--- config.mk ---
export PLATFORM = sky130hd
export DESIGN_NAME = lock_sequence_ctrl_flat
export DESIGN_NICKNAME = d
export VERILOG_FILES = /design/src/rtl/lock_sequence_ctrl_pkg.sv /design/src/rtl/lock_sequence_ctrl_if.sv /design/src/rtl/lock_sequence_ctrl_timer.sv /design/src/rtl/lock_sequence_ctrl.sv /design/src/flat_wrapper.sv
export SDC_FILE = /design/constraint.sdc
export NUM_CORES = 1
export LEC_CHECK = 0
export ABC_AREA = 1
export BUFFER_PORTS_ARGS = -buffer_cell sky130_fd_sc_hd__clkbuf_2
export CORE_MARGIN = 10
export CORE_UTILIZATION = 40
export CTS_BUF_LIST = sky130_fd_sc_hd__clkbuf_4
export DETAILED_ROUTE_END_ITERATION = 10
export PLACE_DENSITY = 0.61
export REMOVE_ABC_BUFFERS = 1
export SYNTH_ARGS = -nofsm -noshare
export SYNTH_HDL_FRONTEND = slang
export SYNTH_SLANG_ARGS = --single-unit
--- constraint.sdc ---
create_clock -name clk -period 3.9 [get_ports clk]
set_clock_uncertainty 0.1 [all_clocks]
set_input_delay 0.585 -clock clk [delete_from_list [all_inputs] [get_ports clk]]
set_output_delay 0.585 -clock clk [all_outputs]
set_load 0.02 [all_outputs]
--- src/rtl/lock_sequence_ctrl_pkg.sv ---
// Shared types and constants for the six-digit lock sequencing controller.
//   state_e   : controller states
//   key_evt_t : registered keypad strobe bundle
//   max_u     : helper used to size the shared timer
package lock_pkg;

    localparam int unsigned NUM_DIGITS = 6;
    localparam int unsigned DIGIT_W    = 4;
    localparam int unsigned BUF_W      = NUM_DIGITS * DIGIT_W;
    localparam int unsigned CNT_W      = 3;
    localparam int unsigned FAIL_W     = 3;
    localparam logic [DIGIT_W-1:0] BCD_MAX = 4'd9;

    typedef enum logic [2:0] {
        IDLE    = 3'd0,
        ENTRY   = 3'd1,
        CHECK   = 3'd2,
        OPEN    = 3'd3,
        LOCKOUT = 3'd4
    } state_e;

    typedef struct packed {
        logic               valid;
        logic               enter;
        logic               clear;
        logic [DIGIT_W-1:0] digit;
    } key_evt_t;

    function automatic int unsigned max_u(input int unsigned a, input int unsigned b);
        return (a > b) ? a : b;
    endfunction

endpackage

--- src/rtl/lock_sequence_ctrl_if.sv ---
// Keypad / display bundle between the keypad scanner, the lock controller and
// the display/latch driver.
//   master : keypad side (drives mode and key strobes, observes status)
//   slave  : controller side (consumes keys, drives disp/digit_cnt/status)
interface lock_sequence_ctrl_if;
    import lock_pkg::*;

    logic                 mode;
    logic                 key_valid;
    logic [DIGIT_W-1:0]   key_digit;
    logic                 key_enter;
    logic                 key_clear;
    logic [BUF_W-1:0]     disp;
    logic [CNT_W-1:0]     digit_cnt;
    logic                 unlock;
    logic                 alarm;
    logic                 err;
    logic                 prog_done;
    logic                 busy;

    modport master (
        output mode, key_valid, key_digit, key_enter, key_clear,
        input  disp, digit_cnt, unlock, alarm, err, prog_done, busy
    );

    modport slave (
        input  mode, key_valid, key_digit, key_enter, key_clear,
        output disp, digit_cnt, unlock, alarm, err, prog_done, busy
    );

endinterface

--- src/rtl/lock_sequence_ctrl_timer.sv ---
// Loadable down-counter shared by the OPEN and LOCKOUT dwell periods.
// Holds at zero instead of wrapping; zero_o is registered and tracks the
// counter value (high whenever the count is 0).
//   clk, rst_n  : clock, async active-low reset
//   load_i      : load load_val_i this cycle
//   load_val_i  : value to load
//   zero_o      : count is zero
module lock_timer #(
    parameter int unsigned WIDTH = 8
) (
    input  logic             clk,
    input  logic             rst_n,
    input  logic             load_i,
    input  logic [WIDTH-1:0] load_val_i,
    output logic             zero_o
);

    logic [WIDTH-1:0] cnt_q, cnt_d;
    logic             zero_q;

    // Next count: load wins, otherwise decrement toward 0 and stay there
    always_comb begin
        cnt_d = cnt_q;
        if (load_i) begin
            cnt_d = load_val_i;
        end else if (cnt_q != '0) begin
            cnt_d = cnt_q - WIDTH'(1);
        end
    end

    always_ff @(posedge clk or negedge rst_n) begin
        if (!rst_n) begin
            cnt_q  <= '0;
            zero_q <= 1'b1;
        end else begin
            cnt_q  <= cnt_d;
            zero_q <= (cnt_d == '0);
        end
    end

    assign zero_o = zero_q;

endmodule

--- src/rtl/lock_sequence_ctrl.sv ---
// Sequencing controller for the six-digit electronic lock: collects keypad
// digits, programs or verifies the stored password, drives a timed unlock and
// an alarm lockout after repeated failures.
//   clk    : system clock
//   clr_n  : async active-low reset
//   bus    : keypad strobes in; disp, digit_cnt, unlock, alarm, err,
//            prog_done, busy out (all registered)
module lock_sequence_ctrl
    import lock_pkg::*;
#(
    parameter int unsigned      UNLOCK_CYCLES = 50_000_000,
    parameter int unsigned      LOCK_CYCLES   = 500_000_000,
    parameter int unsigned      MAX_FAIL      = 3,
    parameter logic [BUF_W-1:0] DEFAULT_PW    = 24'h000000
) (
    input  logic                 clk,
    input  logic                 clr_n,
    lock_sequence_ctrl_if.slave  bus
);

    localparam int unsigned TIMER_W = $clog2(max_u(UNLOCK_CYCLES, LOCK_CYCLES) + 1);
    // Failure count at which the next miss triggers lockout
    localparam logic [FAIL_W-1:0] FAIL_LIMIT = FAIL_W'(MAX_FAIL - 1);
    localparam logic [CNT_W-1:0]  FULL_CNT   = CNT_W'(NUM_DIGITS);

    state_e             state_q, state_d;
    key_evt_t           key_q;
    logic               mode_q, mode_prev_q, mode_chg;
    logic [BUF_W-1:0]   disp_q, disp_d;
    logic [CNT_W-1:0]   cnt_q, cnt_d;
    logic [BUF_W-1:0]   pw_q, pw_d;
    logic [FAIL_W-1:0]  fail_q, fail_d;
    logic               unlock_q, unlock_d;
    logic               alarm_q, alarm_d;
    logic               err_q, err_d;
    logic               prog_done_q, prog_done_d;
    logic               busy_q, busy_d;
    logic               tmr_load;
    logic [TIMER_W-1:0] tmr_val;
    logic               tmr_zero;

    lock_timer #(.WIDTH(TIMER_W)) u_timer (
        .clk        (clk),
        .rst_n      (clr_n),
        .load_i     (tmr_load),
        .load_val_i (tmr_val),
        .zero_o     (tmr_zero)
    );

    // Input stage: keypad strobes and mode are registered before the FSM sees them
    always_ff @(posedge clk or negedge clr_n) begin
        if (!clr_n) begin
            key_q       <= '0;
            mode_q      <= 1'b0;
            mode_prev_q <= 1'b0;
        end else begin
            key_q       <= '{valid: bus.key_valid, enter: bus.key_enter,
                             clear: bus.key_clear, digit: bus.key_digit};
            mode_q      <= bus.mode;
            mode_prev_q <= mode_q;
        end
    end

    assign mode_chg = (mode_q != mode_prev_q);

    // State, buffer, password and output registers
    always_ff @(posedge clk or negedge clr_n) begin
        if (!clr_n) begin
            state_q     <= IDLE;
            disp_q      <= '0;
            cnt_q       <= '0;
            pw_q        <= DEFAULT_PW;
            fail_q      <= '0;
            unlock_q    <= 1'b0;
            alarm_q     <= 1'b0;
            err_q       <= 1'b0;
            prog_done_q <= 1'b0;
            busy_q      <= 1'b0;
        end else begin
            state_q     <= state_d;
            disp_q      <= disp_d;
            cnt_q       <= cnt_d;
            pw_q        <= pw_d;
            fail_q      <= fail_d;
            unlock_q    <= unlock_d;
            alarm_q     <= alarm_d;
            err_q       <= err_d;
            prog_done_q <= prog_done_d;
            busy_q      <= busy_d;
        end
    end

    // Next-state and next-output logic
    always_comb begin
        state_d     = state_q;
        disp_d      = disp_q;
        cnt_d       = cnt_q;
        pw_d        = pw_q;
        fail_d      = fail_q;
        unlock_d    = 1'b0;
        alarm_d     = 1'b0;
        err_d       = 1'b0;
        prog_done_d = 1'b0;
        tmr_load    = 1'b0;
        tmr_val     = '0;

        unique case (state_q)
            IDLE, ENTRY: begin
                // Mode edge and clear both flush the buffer; clear > enter > digit
                if (mode_chg || key_q.clear) begin
                    disp_d  = '0;
                    cnt_d   = '0;
                    state_d = IDLE;
                end else if (key_q.enter) begin
                    if (mode_q) begin
                        state_d = CHECK;
                    end else if (cnt_q == FULL_CNT) begin
                        pw_d        = disp_q;
                        prog_done_d = 1'b1;
                        fail_d      = '0;
                        disp_d      = '0;
                        cnt_d       = '0;
                        state_d     = IDLE;
                    end
                end else if (key_q.valid && (cnt_q < FULL_CNT) && (key_q.digit <= BCD_MAX)) begin
                    disp_d  = {disp_q[BUF_W-DIGIT_W-1:0], key_q.digit};
                    cnt_d   = cnt_q + CNT_W'(1);
                    state_d = ENTRY;
                end
            end

            CHECK: begin
                disp_d = '0;
                cnt_d  = '0;
                if ((cnt_q == FULL_CNT) && (disp_q == pw_q)) begin
                    fail_d   = '0;
                    unlock_d = 1'b1;
                    tmr_load = 1'b1;
                    tmr_val  = TIMER_W'(UNLOCK_CYCLES - 1);
                    state_d  = OPEN;
                end else if (fail_q >= FAIL_LIMIT) begin
                    fail_d   = fail_q + FAIL_W'(1);
                    alarm_d  = 1'b1;
                    tmr_load = 1'b1;
                    tmr_val  = TIMER_W'(LOCK_CYCLES - 1);
                    state_d  = LOCKOUT;
                end else begin
                    fail_d  = fail_q + FAIL_W'(1);
                    err_d   = 1'b1;
                    state_d = IDLE;
                end
            end

            OPEN: begin
                if (tmr_zero) begin
                    state_d = IDLE;
                end else begin
                    unlock_d = 1'b1;
                end
            end

            LOCKOUT: begin
                if (tmr_zero) begin
                    fail_d  = '0;
                    state_d = IDLE;
                end else begin
                    alarm_d = 1'b1;
                end
            end

            default: begin
                state_d = IDLE;
            end
        endcase

        busy_d = (state_d == CHECK) || (state_d == OPEN) || (state_d == LOCKOUT);
    end

    assign bus.disp      = disp_q;
    assign bus.digit_cnt = cnt_q;
    assign bus.unlock    = unlock_q;
    assign bus.alarm     = alarm_q;
    assign bus.err       = err_q;
    assign bus.prog_done = prog_done_q;
    assign bus.busy      = busy_q;

endmodule

--- src/flat_wrapper.sv ---
// flat-port wrapper written by rule: the top's interface ports become plain ports
module lock_sequence_ctrl_flat import lock_pkg::*;
#(
    parameter int unsigned      UNLOCK_CYCLES = 50_000_000,
    parameter int unsigned      LOCK_CYCLES   = 500_000_000,
    parameter int unsigned      MAX_FAIL      = 3,
    parameter logic [BUF_W-1:0] DEFAULT_PW    = 24'h000000
)
  (clk, clr_n, bus_mode, bus_key_valid, bus_key_digit, bus_key_enter, bus_key_clear, bus_disp, bus_digit_cnt, bus_unlock, bus_alarm, bus_err, bus_prog_done, bus_busy);
  lock_sequence_ctrl_if bus_i ();
  input  logic clk;
  input  logic clr_n;
  input wire logic [$bits(bus_i.mode)-1:0] bus_mode;
  input wire logic [$bits(bus_i.key_valid)-1:0] bus_key_valid;
  input wire logic [$bits(bus_i.key_digit)-1:0] bus_key_digit;
  input wire logic [$bits(bus_i.key_enter)-1:0] bus_key_enter;
  input wire logic [$bits(bus_i.key_clear)-1:0] bus_key_clear;
  output wire logic [$bits(bus_i.disp)-1:0] bus_disp;
  output wire logic [$bits(bus_i.digit_cnt)-1:0] bus_digit_cnt;
  output wire logic [$bits(bus_i.unlock)-1:0] bus_unlock;
  output wire logic [$bits(bus_i.alarm)-1:0] bus_alarm;
  output wire logic [$bits(bus_i.err)-1:0] bus_err;
  output wire logic [$bits(bus_i.prog_done)-1:0] bus_prog_done;
  output wire logic [$bits(bus_i.busy)-1:0] bus_busy;
  assign bus_i.mode = bus_mode;
  assign bus_i.key_valid = bus_key_valid;
  assign bus_i.key_digit = bus_key_digit;
  assign bus_i.key_enter = bus_key_enter;
  assign bus_i.key_clear = bus_key_clear;
  assign bus_disp = bus_i.disp;
  assign bus_digit_cnt = bus_i.digit_cnt;
  assign bus_unlock = bus_i.unlock;
  assign bus_alarm = bus_i.alarm;
  assign bus_err = bus_i.err;
  assign bus_prog_done = bus_i.prog_done;
  assign bus_busy = bus_i.busy;
  lock_sequence_ctrl #(.UNLOCK_CYCLES(UNLOCK_CYCLES), .LOCK_CYCLES(LOCK_CYCLES), .MAX_FAIL(MAX_FAIL), .DEFAULT_PW(DEFAULT_PW)) u_core (.clk(clk), .clr_n(clr_n), .bus(bus_i));
endmodule
==> reports/qor.csv, run 1 <==
metric,value,unit
die height,133.3,um
layout cells sized above 1,15.89,%
cells after synthesis,642,
CTS tree,done,
DR vias,4137,
max-slew violation count,0,
routed len/inst,13.82,um
Static Leak,2.831,nW
Achievable Freq,351.8,MHz
"Async S/R FF share, synth",100.0,%
fillers,1311,
clock power share,19.6,%
GR Util met1,17.40,%
CTS Buf Count,9,
Yosys cell types,40,
critical path data arrival time,3.18,ns
Detailed Route Iter0 Violations,249,
detailed placer's ending HPWL,8838,um
latest clock arrival within the worst-skew pair,0.49,ns
Hold WC Path Type,in2async,
initial core utilization,40.72,%
M3 GR Usage,3.571,%
Reg2Reg Capture Point,u_core.u_timer.zero_o,
Synth Cell Area,5139,um^2
# resized after CTS,0,
worst r2r src,u_core.bus.digit_cnt[0],
Rows,41,
worst rel slew slack,30.24,%
Clock Root Buffer,clkbuf_4,
CTS sink cnt,101,
nets,698,
VDD IR max,0.2638,mV
Finished Layout Cells,858,
CP required,4.23,ns
number of buffer cells added on primary ports,41,
WP buf/inv,2,
slowest cell on the critical path,dfrtp_1,
synthesized flop and latch total,101,
setup repair after global routing missed its margin,false,
period utilization,72.89,%
Net Sw Power,0.001225,W
gr busiest metal,met2,
Post-route DRC,0,
die area,17780,um^2
I/O pins,42,
dpl cells,844,
Pint,0.001852,W
Hold Buf Count CTS,0,
largest net degree at the start of global routing,57,
"critical path fanouts, max",16,
global route overflow,0,
drt pass-1 iters,5,
"Seq/Total Area, Yosys",49.21,%
vias per inst,4.822,
average size of a mapped cell,8.004,um^2
Worst setup EP type,flip-flop,
Yosys warning total,0,
Antenna Nets Post-Route,0,
endpoints failing hold,0,
Synth Flop Type,dfrtp_1,
ant diodes,0,
crit-path cells,inv_1 > ha_1 > nand2_1 > nor2_1 > nand3_1 > nor2_2 > nand3_2 > nand2_2 > clkinv_1 > nand2_1 > nor3_2 > nand2_1 > nor2_1,
Max stage delay on crit path,0.42,ns
maximum buffer depth of the clock tree,2,
gr usage total,13.60,%
reg2reg path depth,13,
Comb pwr share,34.2,%
synthesis-to-finish area growth,9.959,%
power per standard cell area,544.7,nW/um^2
CTS HTree Levels,3,
reg2reg setup slack,1.06,ns
clock-pin slew on the worst setup and hold paths,0.16,ns
Crit path max-delay family,simple AND/OR/NAND/NOR gates,
cell mode on critical path,nand2_1,
sequential share of power,46.2,%
vias in the first global route,4049,
final wirelength,11860,um
number of flops mapped to enable cells by yosys,0,
Final setup viols,0,
Total Power,0.003078,W
Worst-Margin Slew,1.046,ns
met2 usage,21.64,%
Post CTS Setup Buffer Count,0,
first-pass GRT wire length,19790,um
type of origin of the critical path,flip-flop,
setup_tns,0,ns
maxcap violations,0,
Final min period,2.843,ns
Placer Congestion,0.9110,
sw frac,39.81,%
initial antenna violation count,0,
Setup CP Type,reg2reg,
result of the run,finished clean,
Die X,133.3,um
core region area,12620,um^2
through the flow:
stage	hold WS [ns]	cell area, um^2	setup WS (ns)	util [%]
final	0.04884	5650	1.057	44.77
after global routing	0.04324	5650	0.8472	44.77
after CTS	0.06763	5650	1.038	44.77
after detailed placement	0.3563	5500	1.037	43.59
after global placement	0.3447	5500	1.069	43.59
after floorplan	0.1894	5055	1.658	-
state kept, by name, indices dropped and copies added (netlist names), 3 cells and up:
name,cells
u_core.state_q,3
u_core.bus.disp,24
u_core.u_timer.cnt_q,29
u_core.key_q,7
u_core.fail_q,3
u_core.bus.digit_cnt,3
u_core.pw_q,24
cells in the mapped netlist, types with 3 or more instances:
cell / count / area, um^2
a21oi_1: 6 / 30.03
nor2_1: 78 / 292.8
nand2_2: 4 / 25.02
o22ai_1: 23 / 143.9
buf_2: 4 / 20.02
nor2_4: 3 / 33.78
nand2_1: 170 / 638.1
o21ai_0: 48 / 240.2
dfrtp_1: 100 / 2502
o21ai_1: 3 / 15.01
xor2_1: 14 / 122.6
clkinv_1: 4 / 15.01
ha_1: 5 / 62.56
clkbuf_1: 4 / 15.01
nand4_1: 6 / 37.54
inv_2: 18 / 67.56
nor2_2: 10 / 62.56
nand3_1: 22 / 110.1
nor3_2: 3 / 30.03
buf_4: 3 / 22.52
nor3_1: 4 / 20.02
inv_1: 73 / 274.0
xnor2_1: 13 / 113.9
logic make-up after synthesis:
kind of cell               after synthesis  synth area share (%)
AOI/OAI and AO/OA                       85                 9.106
xor gates and xnor gates                27                 4.602
adders and majority gates                5                 1.217
buffers and inverters                  110                 8.668
DFF                                    101                 49.21
and+or+nand+nor                        314                 27.20
power by group through the flow:
stage	Combinational [W]	Clock, W	Sequential [W]
floorplan	0.000776	0	0.00142
global placement	0.00104	0	0.00143
detailed placement	0.00105	0	0.00144
CTS	0.00106	0.000618	0.00142
global route	0.00121	0.000670	0.00145
finish	0.00105	0.000604	0.00142
how the worst max path moves through the flow:
stage / startpoint / to / cells after the start
global placement: u_core.bus.digit_cnt[0] / u_core.u_timer.zero_o / 13
CTS: u_core.bus.digit_cnt[0] / u_core.u_timer.zero_o / 13
global route: u_core.bus.digit_cnt[0] / u_core.u_timer.zero_o / 13
finish: u_core.bus.digit_cnt[0] / u_core.u_timer.zero_o / 13
floorplan: u_core.bus.digit_cnt[0] / u_core.fail_q[0] / 9
detailed placement: u_core.bus.digit_cnt[0] / u_core.u_timer.zero_o / 13
routing by layer:
layer	wire length, um	up-vias
met2	5517	101
met3	698	20
met4	257	0
li1	-	2095
met1	5384	1921
met5	0	-
area by class of cell:
type | instances | area (um^2) | share of cell area [%]
sequential | 101 | 2529 | 44.75
multi-input combinational | 431 | 2165 | 38.31
inverter | 96 | 361.6 | 6.399
timing repair buffer | 44 | 230.2 | 4.074
tap | 172 | 215.2 | 3.809
clock buffer | 10 | 75.07 | 1.329
clock inverter | 4 | 75.07 | 1.329
cells in the final DEF, fill, tap and decap left out, types with 5 or more instances in the layout:
cell	Yosys	final
nand2_1	170	170
nand4_1	6	6
inv_2	18	18
xnor2_1	13	13
o22ai_1	23	23
dfrtp_1	100	100
xor2_1	14	14
inv_1	73	73
nor2_1	78	78
o21ai_0	48	48
nand3_1	22	22
a21oi_1	6	6
clkbuf_2	0	40
ha_1	5	5
nor2_2	10	10
clkbuf_4	0	10
Note: power is estimated with default switching activity, not from simulation.
==> run 2: changes to the inputs <==
- PLACE_DENSITY: 0.61 -> 0.63
- clock period: 3.9 -> 2.5 ns (I/O delays scaled with it)
==> run 2 against run 1 <==
Effect of this change:
- clock-buffer cell count unchanged
- sequential power grew 56%
- core utilization up 1.8 points
- wire length grew 2.2%
- critical path depth shrank 1
- via count up 2.2%
- critical path type unchanged
==> reports/qor.csv, run 2 (synthesized netlist as in run 1, its figures left out) <==
metric,value,unit,change
clock power share,18.3,%,-1.3 points
core region area,12620,um^2,unchanged
"most common cell after layout, fill and taps aside",nand2_1,,
ant diodes,0,,unchanged
Comb pwr share,35.9,%,+1.7 points
Antenna Nets Post-Route,0,,unchanged
Setup CP Type,reg2reg,,
synthesis-to-finish area growth,14.41,%,
vias in the first global route,4151,,+2.5%
Static Leak,2.929,nW,+3.5%
Final Cell Area,5879,um^2,+4.1%
period utilization,90.56,%,+18 points
CP required,2.79,ns,-1.44 ns
sequential share of power,45.8,%,-0.4 points
Final setup viols,0,,unchanged
first-pass GRT wire length,20120,um,+1.7%
crit-path cells,nor2_1 > nand2_1 > nor2_4 > inv_2 > nor2_4 > nand2_2 > nand3_1 > o21ai_1 > or2_4 > nor3_2 > nand2_1 > nor2_1,,
global route overflow,0,,unchanged
DR vias,4230,,+2.2%
Worst-Margin Slew,0.4179,ns,-0.6284 ns
Die X,133.3,um,unchanged
die area,17780,um^2,unchanged
"critical path fanouts, max",4,,-12
number of buffer cells added on primary ports,41,,unchanged
Total Power,0.004850,W,+58%
Final min period,2.264,ns,-0.5786 ns
result of the run,finished clean,,
worst rel slew slack,71.84,%,+42 points
drt pass-1 iters,5,,unchanged
nets,718,,+2.9%
Worst setup EP type,flip-flop,,
clock-pin slew on the worst setup and hold paths,0.17,ns,about the same
routed len/inst,13.77,um,-0.38%
Detailed Route Iter0 Violations,268,,+7.6%
Top reg by flops,u_core.u_timer.cnt_q,,
detailed placer's ending HPWL,8945,um,+1.2%
worst hold slack,0.2553,ns,+0.2065 ns
Reg2Reg Capture Point,u_core.u_timer.zero_o,,
initial antenna violation count,0,,unchanged
die height,133.3,um,unchanged
CTS tree,done,,
maximum buffer depth of the clock tree,2,,unchanged
maxcap violations,0,,unchanged
reg2reg setup slack,0.24,ns,-0.82 ns
Placer Congestion,0.9529,,+4.6%
setup_tns,0,ns,unchanged
placed inst area,5550,um^2,+0.91%
Post-route DRC,0,,unchanged
Hold WC Path Type,in2async,,
endpoints failing hold,0,,unchanged
Max stage delay on crit path,0.48,ns,+0.06 ns
reg2reg path depth,12,,-1
critical path data arrival time,2.56,ns,-0.62 ns
latest clock arrival within the worst-skew pair,0.47,ns,-0.02 ns
gr usage total,13.70,%,+0.093 points
setup repair after global routing missed its margin,false,,
worst r2r src,u_core.u_timer.cnt_q[18],,
CTS HTree Levels,3,,unchanged
Clock Root Buffer,clkbuf_4,,
max reg flops,29,,unchanged
sw frac,41.16,%,+1.3 points
type of origin of the critical path,flip-flop,,
VDD IR max,0.3097,mV,+17%
I/O pins,42,,unchanged
Rows,41,,unchanged
Pint,0.002854,W,+54%
vias per inst,4.807,,-0.31%
Achievable Freq,441.7,MHz,+26%
slowest cell on the critical path,dfrtp_1,,
max-slew violation count,0,,unchanged
Net Sw Power,0.001996,W,+63%
power per standard cell area,824.9,nW/um^2,+51%
most frequent cells in the layout,"nand2_1 (169), dfrtp_1 (100), nor2_1 (77)",,
final wirelength,12120,um,+2.2%
initial core utilization,40.72,%,unchanged
layout cells sized above 1,17.94,%,+2.0 points
CTS sink cnt,101,,unchanged
CTS Buf Count,9,,unchanged
fillers,1262,,-3.7%
Util after Layout,46.59,%,+1.8 points
largest net degree at the start of global routing,51,,-11%
run 2: routing by layer:
layer / routed length, um / global-route usage, % / up-vias
met5: 0 / 0 / -
met4: 169 / 4.655 / 0
met3: 629 / 2.481 / 16
met2: 5965 / 22.94 / 112
met1: 5352 / 17.37 / 1973
li1: - / - / 2129
run 2: repair_timing:
action	in CTS	in global routing
setup endpoints to repair	0	1
gates resized for setup	0	9
hold buffers	9	0
endpoints found under the hold margin	32	0
buffers inserted	0	6
run 2: through the flow:
stage	std cells	setup slack, ns
after floorplan	628	0.2576
after global placement	849	0.1343
after detailed placement	849	0.1417
after CTS	874	0.07237
after global routing	880	0.003282
final	880	0.2359
run 2: critical path: cells and delay by family, from the launching register on:
family	cells	cell delay [ns]
and+or+nand+nor	10	1.49
DFF	1	0.48
buffers and inverters	1	0.06
AOI/OAI and AO/OA	1	0.06
run 2: power groups by stage:
| stage | Sequential, W | Clock, W | Combinational [W] |
|---|---|---|---|
| after floorplan | 0.00221 | 0 | 0.00121 |
| after CTS | 0.00221 | 0.000909 | 0.00170 |
| after global routing | 0.00226 | 0.000988 | 0.00196 |
| final | 0.00222 | 0.000887 | 0.00174 |
| after detailed placement | 0.00224 | 0 | 0.00168 |
| after global placement | 0.00223 | 0 | 0.00167 |
run 2: how the worst max path moves through the flow:
stage / start / end / cells past startpoint
2_1_floorplan: u_core.bus.digit_cnt[0] / u_core.fail_q[0] / 9
3_5_place_dp: u_core.u_timer.cnt_q[1] / u_core.u_timer.zero_o / 11
6_report: u_core.u_timer.cnt_q[18] / u_core.u_timer.zero_o / 12
5_1_grt: u_core.bus.digit_cnt[0] / u_core.u_timer.zero_o / 15
3_3_place_gp: u_core.bus.digit_cnt[0] / u_core.u_timer.zero_o / 14
4_1_cts: u_core.u_timer.cnt_q[1] / u_core.u_timer.zero_o / 11
run 2: layout make-up:
cell class,instances,area (um^2),area share [%]
Sequential cell,101,2529,43.01
Multi-Input combinational cell,431,2215,37.67
Timing Repair Buffer,64,415.4,7.065
Inverter,96,361.6,6.150
Tap cell,172,215.2,3.660
Clock buffer,10,75.07,1.277
Clock inverter,6,68.82,1.170
==> run 3: changes to the inputs <==
- BUFFER_PORTS_ARGS: -buffer_cell sky130_fd_sc_hd__clkbuf_2 -> default
- DONT_BUFFER_PORTS: default -> 1
- PLACE_DENSITY: 0.63 -> 0.6
==> run 3 against run 2 <==
Effect of this change:
- critical path type unchanged
- clock power fell by 9.8%
- sequential power barely moved
- critical path depth rose by 1
- fmax fell by 0.14%
- non-clock buffer count fell by 38
- critical endpoint unchanged
- wire length fell by 0.75%
- total power fell by 2.8%
- sequential share of layout area rose by 2.0 points
- the flow now finishes with violations (hold timing)
- highest routed layer unchanged
==> reports/qor.csv, run 3 (synthesized netlist as in run 1, its figures left out) <==
metric,value,unit,change
Worst setup EP type,flip-flop,,
vias in the first global route,3929,,-5.3%
routed len/inst,14.26,um,+3.6%
Final min period,2.267,ns,+0.003160 ns
latest clock arrival within the worst-skew pair,0.48,ns,about the same
Max stage delay on crit path,0.45,ns,-0.03 ns
CTS sink cnt,101,,unchanged
Top reg by flops,u_core.u_timer.cnt_q,,
CTS HTree Levels,3,,unchanged
Hold Buf Count CTS,8,,-1
gr usage total,13.80,%,+0.10 points
sw frac,41.80,%,+0.65 points
Placer Congestion,0.9463,,-0.69%
Detailed Route Iter0 Violations,238,,-11%
Static Leak,2.743,nW,-6.3%
VDD IR max,0.4568,mV,+48%
clock-pin slew on the worst setup and hold paths,0.16,ns,about the same
Clock Root Buffer,clkbuf_4,,
DR vias,4096,,-3.2%
crit-path cells,nor2_1 > nand2_1 > nor2_4 > inv_2 > nor2_4 > nand3_4 > nand2_1 > nand3_1 > nor2_1 > nand3_1 > nor2_1 > nand2_1 > nor2_1,,
max reg flops,29,,unchanged
Setup CP Type,reg2reg,,
"critical path fanouts, max",16,,+12
cell mode on critical path,nor2_1,,
Achievable Freq,441.1,MHz,-0.14%
I/O pins,42,,unchanged
synthesis-to-finish area growth,9.545,%,
final wirelength,12030,um,-0.75%
Post CTS Setup Buffer Count,0,,unchanged
Worst-Margin Slew,0.4382,ns,+0.02026 ns
first-pass GRT wire length,19880,um,-1.2%
Pint,0.002743,W,-3.9%
Net Sw Power,0.001971,W,-1.3%
drt pass-1 iters,4,,-1
largest net degree at the start of global routing,102,,+100%
power per standard cell area,837.4,nW/um^2,+1.5%
most frequent cells in the layout,"nand2_1 (170), dfrtp_1 (96), nor2_1 (77)",,
sequential share of power,47.7,%,+1.9 points
vias per inst,4.859,,+1.1%
endpoints failing hold,101,,+101
Post-route DRC,0,,unchanged
critical path data arrival time,2.59,ns,+0.03 ns
worst rel slew slack,70.79,%,-1.1 points
initial antenna violation count,1,,+1
slowest cell on the critical path,dfrtp_1,,
layout cells sized above 1,13.43,%,-4.5 points
result of the run,"complete, but fails checks",,
reg2reg path depth,13,,+1
die height,133.3,um,unchanged
failing checks,hold timing,,
worst hold slack,-0.5240,ns,-0.7794 ns
CTS tree,done,,
clock power share,17.0,%,-1.3 points
maximum buffer depth of the clock tree,2,,unchanged
setup_tns,0,ns,unchanged
core region area,12620,um^2,unchanged
Antenna Nets Post-Route,0,,unchanged
Comb pwr share,35.4,%,-0.5 points
number of buffer cells added on primary ports,0,,-100%
initial core utilization,40.72,%,unchanged
Die X,133.3,um,unchanged
Final WS setup,0.2327,ns,-0.003160 ns
Final setup viols,0,,unchanged
"most common cell after layout, fill and taps aside",nand2_1,,
Rows,41,,unchanged
die area,17780,um^2,unchanged
CTS Buf Count,9,,unchanged
detailed placer's ending HPWL,8807,um,-1.5%
period utilization,90.69,%,+0.13 points
max-slew violation count,0,,unchanged
maxcap violations,0,,unchanged
global route overflow,0,,unchanged
nets,680,,-5.3%
Hold WC Path Type,in2async,,
CP required,2.82,ns,+0.03 ns
type of origin of the critical path,flip-flop,,
setup repair after global routing missed its margin,false,,
Post-Place Worst Slack,0.1179,ns,-0.02375 ns
## run 3: changes by cell type in the layout (fill, tap and decap cells not counted), moves of 2 or more
| cell | before | now |
|---|---|---|
| dfrtp_1 | 100 | 96 |
| clkbuf_2 | 40 | 0 |
| dfrtp_2 | 0 | 4 |
| xor2_1 | 12 | 14 |
| buf_4 | 14 | 18 |
| xor2_2 | 2 | 0 |
## run 3: power by group through the flow
stage	sequential (W)	combinational, W	clock (W)
6_report	0.00225	0.00167	0.000800
5_1_grt	0.00229	0.00189	0.000900
4_1_cts	0.00224	0.00166	0.000832
3_5_place_dp	0.00227	0.00164	0
3_3_place_gp	0.00227	0.00165	0
2_1_floorplan	0.00221	0.00121	0
## run 3: area by class of cell
class | instances | area [um^2]
Clock buffer | 10 | 75.07
Inverter | 96 | 361.6
Timing Repair Buffer | 26 | 215.2
Multi-Input combinational cell | 431 | 2180
Tap cell | 172 | 215.2
Antenna cell | 1 | 2.502
Clock inverter | 6 | 46.29
Sequential cell | 101 | 2534
Fill cell | 1304 | 6990
## run 3: final timing paths
kind | slack [ns] | startpoint | to
setup / recovery | 0.23 | u_core.u_timer.cnt_q[21] | u_core.u_timer.zero_o
hold / removal | -0.52 | clr_n | u_core.bus.disp[21]
setup reg to reg | 0.23 | u_core.u_timer.cnt_q[21] | u_core.u_timer.zero_o
hold reg to reg | 0.39 | u_core.mode_q | u_core.mode_prev_q
max in group asynchronous | 2.61 | clr_n | u_core.u_timer.zero_o
min in group clk | 0.34 | bus_key_digit[1] | u_core.key_q[1]
## run 3: layer usage
metal  up-vias  global-route usage (%)  share of wire (%)
li1       2061                       -                  -
met1      1931                   17.56                 45
met2        91                   21.94                 48
met3        13                   3.421                5.1
met4         0                   5.623                1.7
met5         -                       0                  0
## run 3: per-stage QoR
step | utilization (%) | cells | instance area [um^2] | total power (W)
floorplan | - | 628 | 5055 | 0.003425
global route | 44.61 | 843 | 5629 | 0.005073
global placement | 42.83 | 818 | 5405 | 0.003921
detailed placement | 42.83 | 818 | 5405 | 0.003915
finish | 44.61 | 843 | 5629 | 0.004714
CTS | 44.43 | 842 | 5607 | 0.004734
## run 3: worst max-delay path: cells and delay by family, from the launching register on
kind | cells | cell delay, ns
buffers and inverters | 1 | 0.06
DFF | 1 | 0.45
and+or+nand+nor | 12 | 1.61
## run 3: timing repair
item | CTS | global route
resized for setup | 0 | 7
endpoints found under the setup margin | 0 | 9
endpoints found under the hold margin | 109 | 101
